<file path="config.mk">
export PLATFORM = sky130hd
export DESIGN_NAME = multicycle_sequencer
export DESIGN_NICKNAME = d
export VERILOG_FILES = /design/src/rtl/multicycle_sequencer.sv
export SDC_FILE = /design/constraint.sdc
export NUM_CORES = 1
export LEC_CHECK = 0
export CAP_MARGIN = 30
export CORE_MARGIN = 4
export CORE_UTILIZATION = 55
export CTS_CLUSTER_DIAMETER = 30
export DETAILED_ROUTE_END_ITERATION = 10
export PLACE_DENSITY = 0.94
export SKIP_LAST_GASP = 1
export SLEW_MARGIN = 20
export SYNTH_ARGS = -nofsm -noshare
export SYNTH_HDL_FRONTEND = slang
export SYNTH_SLANG_ARGS = --single-unit
</file>
<file path="constraint.sdc">
create_clock -name clock -period 6.7 [get_ports clock]
set_input_delay 2.01 -clock clock [delete_from_list [all_inputs] [get_ports clock]]
set_output_delay 2.01 -clock clock [all_outputs]
set_load 0.01 [all_outputs]
</file>
<file path="src/rtl/multicycle_sequencer.sv">
// Control sequencer for a multicycle CPU: steps each instruction through fetch,
// decode, execute, memory and write-back, with error halts, stop and counters.
module multicycle_sequencer #(
  parameter int MEM_TIMEOUT = 15,
  parameter int CNT_W       = 32
) (
  input  logic             clock,
  input  logic             reset,
  input  logic             start,
  input  logic             stop,
  input  logic             mem_read,
  input  logic             mem_write,
  input  logic             reg_write,
  input  logic             branch,
  input  logic             inv_addr,
  input  logic             inv_op,
  input  logic             inv_func,
  input  logic             inv_reg_addr,
  input  logic             inv_mem_addr,
  input  logic             imem_ready,
  input  logic             dmem_ready,
  output logic             imem_req,
  output logic             dmem_req,
  output logic             dmem_we,
  output logic             ir_write,
  output logic             pc_write,
  output logic             reg_write_en,
  output logic [2:0]       state,
  output logic             halted,
  output logic [2:0]       err_code,
  output logic [CNT_W-1:0] cycle_count,
  output logic [CNT_W-1:0] instret
);

  localparam int WAIT_W = (MEM_TIMEOUT > 1) ? $clog2(MEM_TIMEOUT) : 1;
  localparam logic [WAIT_W-1:0] WAIT_LAST = WAIT_W'(MEM_TIMEOUT - 1);

  typedef enum logic [2:0] {
    S_IDLE    = 3'd0,
    S_FETCH   = 3'd1,
    S_DECODE  = 3'd2,
    S_EXECUTE = 3'd3,
    S_MEM     = 3'd4,
    S_WB      = 3'd5,
    S_HALT    = 3'd6
  } state_t;

  state_t            state_q, state_d;
  state_t            retire_state;
  logic [2:0]        err_q, err_d;
  logic [WAIT_W-1:0] wait_q, wait_d;
  logic              stop_pend_q, stop_pend_d;
  logic [CNT_W-1:0]  cycle_q, instret_q;
  logic              exec_retire;
  logic              active;

  // Branches and no-ops both simply retire from EXECUTE.
  assign exec_retire  = branch | ~(mem_read | mem_write | reg_write);
  assign retire_state = (stop || stop_pend_q) ? S_IDLE : S_FETCH;
  assign active       = (state_q != S_IDLE) && (state_q != S_HALT);

  always_comb begin
    state_d      = state_q;
    err_d        = err_q;
    wait_d       = wait_q;
    stop_pend_d  = stop_pend_q | stop;
    imem_req     = 1'b0;
    dmem_req     = 1'b0;
    dmem_we      = 1'b0;
    ir_write     = 1'b0;
    pc_write     = 1'b0;
    reg_write_en = 1'b0;
    case (state_q)
      S_IDLE: begin
        if (start) begin
          state_d = S_FETCH;
          wait_d  = '0;
        end
      end
      S_FETCH: begin
        imem_req = 1'b1;
        if (imem_ready) begin
          if (inv_addr) begin
            state_d = S_HALT;
            err_d   = 3'd1;
          end else begin
            ir_write = 1'b1;
            state_d  = S_DECODE;
          end
        end else if (wait_q == WAIT_LAST) begin
          state_d = S_HALT;
          err_d   = 3'd4;
        end else begin
          wait_d = wait_q + WAIT_W'(1);
        end
      end
      S_DECODE: begin
        if (inv_op || inv_func || inv_reg_addr) begin
          state_d = S_HALT;
          err_d   = 3'd2;
        end else begin
          state_d = S_EXECUTE;
        end
      end
      S_EXECUTE: begin
        if (mem_read || mem_write) begin
          state_d = S_MEM;
          wait_d  = '0;
        end else if (reg_write) begin
          state_d = S_WB;
        end else if (exec_retire) begin
          pc_write    = 1'b1;
          state_d     = retire_state;
          wait_d      = '0;
          stop_pend_d = 1'b0;
        end
      end
      S_MEM: begin
        // wait_q is still zero only in the first MEM cycle.
        if ((wait_q == '0) && inv_mem_addr) begin
          state_d = S_HALT;
          err_d   = 3'd3;
        end else begin
          dmem_req = 1'b1;
          dmem_we  = mem_write;
          if (dmem_ready) begin
            if (mem_write) begin
              pc_write    = 1'b1;
              state_d     = retire_state;
              wait_d      = '0;
              stop_pend_d = 1'b0;
            end else begin
              state_d = S_WB;
            end
          end else if (wait_q == WAIT_LAST) begin
            state_d = S_HALT;
            err_d   = 3'd4;
          end else begin
            wait_d = wait_q + WAIT_W'(1);
          end
        end
      end
      S_WB: begin
        reg_write_en = 1'b1;
        pc_write     = 1'b1;
        state_d      = retire_state;
        wait_d       = '0;
        stop_pend_d  = 1'b0;
      end
      S_HALT: begin
        state_d = S_HALT;
      end
      default: begin
        state_d = S_IDLE;
      end
    endcase
  end

  always_ff @(posedge clock) begin
    if (!reset) begin
      state_q     <= S_IDLE;
      err_q       <= 3'd0;
      wait_q      <= '0;
      stop_pend_q <= 1'b0;
      cycle_q     <= '0;
      instret_q   <= '0;
    end else begin
      state_q     <= state_d;
      err_q       <= err_d;
      wait_q      <= wait_d;
      stop_pend_q <= stop_pend_d;
      if (active && (cycle_q != {CNT_W{1'b1}})) begin
        cycle_q <= cycle_q + CNT_W'(1);
      end
      if (pc_write && (instret_q != {CNT_W{1'b1}})) begin
        instret_q <= instret_q + CNT_W'(1);
      end
    end
  end

  assign state       = state_q;
  assign halted      = (state_q == S_HALT);
  assign err_code    = err_q;
  assign cycle_count = cycle_q;
  assign instret     = instret_q;

endmodule

</file>
==> results by group <==
CTS
  – Total setup buffers inserted after CTS: 0
  – CTS sink cnt: 75
  – # resized after CTS: 0
  – Clock Path Buffers: 2
  – Clock-pin slew on the worst setup and hold paths: 0.07 ns
  – CTS Hold Buffers Added: 0
  – CTS tree: done
  – CTS Buf Count: 9
  – Clock Tree Root: clkbuf_8
  – H-tree level count: 3
  – Clock Latency Late Sink: roughly 0.35 ns

STA
  – Max transition margin: a little under two fifths
  – Slew Viols, Final: 0
  – Final worst path period share: between 80% and 90%
  – Final-report setup violation count: 0
  – Tightest Pin Transition: ~0.94 ns
  – Fin crit period: 6.02 ns
  – Max Fclk: about 0.17 GHz
  – Unrepaired setup endpoints after global routing: false
  – Final setup margin: slightly below 0.7 ns
  – Skew final: between 0.01 and 0.015 ns
  – Setup TNS: 0 ns
  – Final hold viol count: 0

Hold path
  – Class of the worst hold path: register to register

Placement
  – Final Wtd Congestion: a little over 0.9
  – I/O Buffers: 90
  – Pre-CTS WS: 0.676 ns
  – Final HPWL DP: just over 8000 µm

Global routing
  – Global-route wire length before repair: around 19000 µm
  – Initial antenna violation count: 0
  – Vias in the first global route: 4221
  – Global route overflow: 0
  – GRT Overall Usage: about 25%
  – Largest net degree at the start of global routing: 46

Route
  – DR vias/cell: 6.31
  – Drt total wl: about 12000 µm
  – Wire length per cell: roughly 16 µm
  – Drt pass-1 iters: 5
  – Drt initial violations: approximately 210
  – Post-route ant nets: 0
  – Vias: around 4500
  – # DRC: 0

Final layout
  – Most common cell after layout, fill and taps aside: clkdlybuf4s50_1
  – Area grow syn2layout: 26.9%
  – Nets: between 600 and 700
  – Layout cells sized above 1: around 5.3%
  – Most frequent cells in the layout: clkdlybuf4s50_1 (90), dfxtp_1 (75), nand2_1 (52)
  – N_diodes: 0
  – FILL cells: between 600 and 700

Power
  – LEAKAGE: between 1.5 and 2 nW
  – Power per Cell Area: about 180 mW/mm²
  – Power consumption: between 1 and 1.5 mW
  – Peak VDD IR: 133 µV

Floorplan
  – Io pins: 92
  – Starting Density: ~56%
  – Die area: about 0.0093 mm²
  – Core area: 0.00769 mm²
  – FP Rows: 32
  – Die width: roughly 97 µm
  – Die Height: 96.5 µm

Critical path
  – WP data arrival: 4.01 ns
  – WP data required: 4.69 ns
  – Crit-path cells: clkdlybuf4s50_1 > or3b_1 > o31ai_1 > nor2_1 > inv_1 > clkdlybuf4s50_1
  – CP max stage delay: 0.54 ns
  – Crit Path Category: input port to output port
  – Buf/Inv on CP: 3
  – Slowest CP cell: clkdlybuf4s50_1
  – CP startpoint kind: input port
  – Register-to-register setup slack: just under 4 ns
  – Most used cell, CP: clkdlybuf4s50_1
  – Cell class contributing the biggest share of worst-path delay: buffers and inverters
  – CP Max Fanout: 9
  – Worst setup EP type: output port

Synth
  – Post-synthesis sequential area ratio: roughly a third
  – Seq cells post-synth: 75
  – Async S/R FF share, synth: 0%
  – Synth Net Count: 556
  – Synth Cell Area: about 0.0043 mm²
  – Mean Syn Cell Area: 8.04 µm²
  – Yosys warns: 0
  – Mapped Cells: around 540
  – Post-synthesis cell type count: 61
  – Top_reg_cell synth: dfxtp_1
  – Post-synth EDFFs: 0

Flow run
  – Max cap viols: 0

Run status
  – Status: complete, no violations
-- Yosys cell counts (all sizes together) (2+ instances only) --
cell     number  area, µm²
a311oi        2       17.5
or3b          2       17.5
o21a          4       30.0
nand2b       22        138
and3          6       37.5
nand2        52        195
nor3         10       55.1
and2          8       50.1
mux2i        14        140
o31ai        25        201
clkbuf       22       82.6
or3          11       73.8
a21oi        45        225
o31a          3       26.3
or2           3       18.8
buf           7       33.8
a211oi        6       45.0
o22ai         3       18.8
xor2          2       17.5
nand3b        3       35.0
nor2b         6       37.5
a31oi         5       31.3
nand3        25        125
nor4         14       87.6
ha            5       62.6
or4          26        199
a21o          2       15.0
inv          16       60.1
nor3b         3       22.5
nor2         28        105
a2111oi       4       41.3
nand4        20        131
o2111ai       3       26.3
dfxtp        75       1500
xnor2        10       87.6
o21ai        20        100
and4         10       87.6
-- tightest hold or removal path, stage by stage, from the launching register on --
cell and delay (ns):
dfxtp_1 0.32, nand2_1 0.05, o21ai_0 0.06
-- final cells by class --
cell class	instances	area, µm²	share of cell area, %
well taps	102	128	2.34
clock buffers	11	141	2.59
inverters	16	60.1	1.10
repair buffers	96	943	17.3
multi-input cells	416	2630	48.1
clock inverters	5	61.3	1.12
flip-flops and latches	75	1500	27.5
-- flip-flops by register name (all words and copies together) (netlist names) --
signal / flops
state: 3
stop_pend_q: 1
instret: 32
wait_q: 4
cycle_count: 32
err_code: 3
-- path summary, 6_finish.rpt --
check               from          end  depth (start not counted)
max            mem_write     pc_write                          6
min          err_code[1]  err_code[1]                          2
max reg2reg     state[1]  instret[14]                          6
min reg2reg  err_code[1]  err_code[1]                          2
-- report_power, final --
group	leakage [nW]	internal, mW	switching [mW]
sequential	0.605	0.457	0.0271
clock	0.0922	0.184	0.179
combinational	0.979	0.0703	0.0881
-- routing by layer --
metal  vias to the layer above  track usage [%]  routed length (µm)
li1                       2186                -                   -
met1                      2156             32.2                4910
met2                       181             40.8                5760
met3                        23             4.49                 683
met4                         0             13.0                 258
met5                         -                0                   0
-- metrics by stage --
step / util [%] / instance area [µm²] / cells / hold WS (ns)
finish: 71.1 / 5470 / 721 / 0.467
global route: 71.1 / 5470 / 721 / 0.497
CTS: 71.1 / 5470 / 721 / 0.467
detailed placement: 68.5 / 5260 / 705 / 0.456
global placement: 68.3 / 5250 / 703 / 0.455
floorplan: - / 4310 / 536 / 0.464
-- cells by family after synthesis --
kind of cell / after synthesis / share of synthesized area [%]
and+or+nand+nor: 252 / 33.5
adders and majority gates: 5 / 1.45
DFF: 75 / 34.9
xor gates and xnor gates: 12 / 2.44
muxes: 14 / 3.25
buffers and inverters: 45 / 4.10
AOI/OAI and AO/OA: 133 / 20.4
No activity file was read; power rests on OpenSTA's default activity.
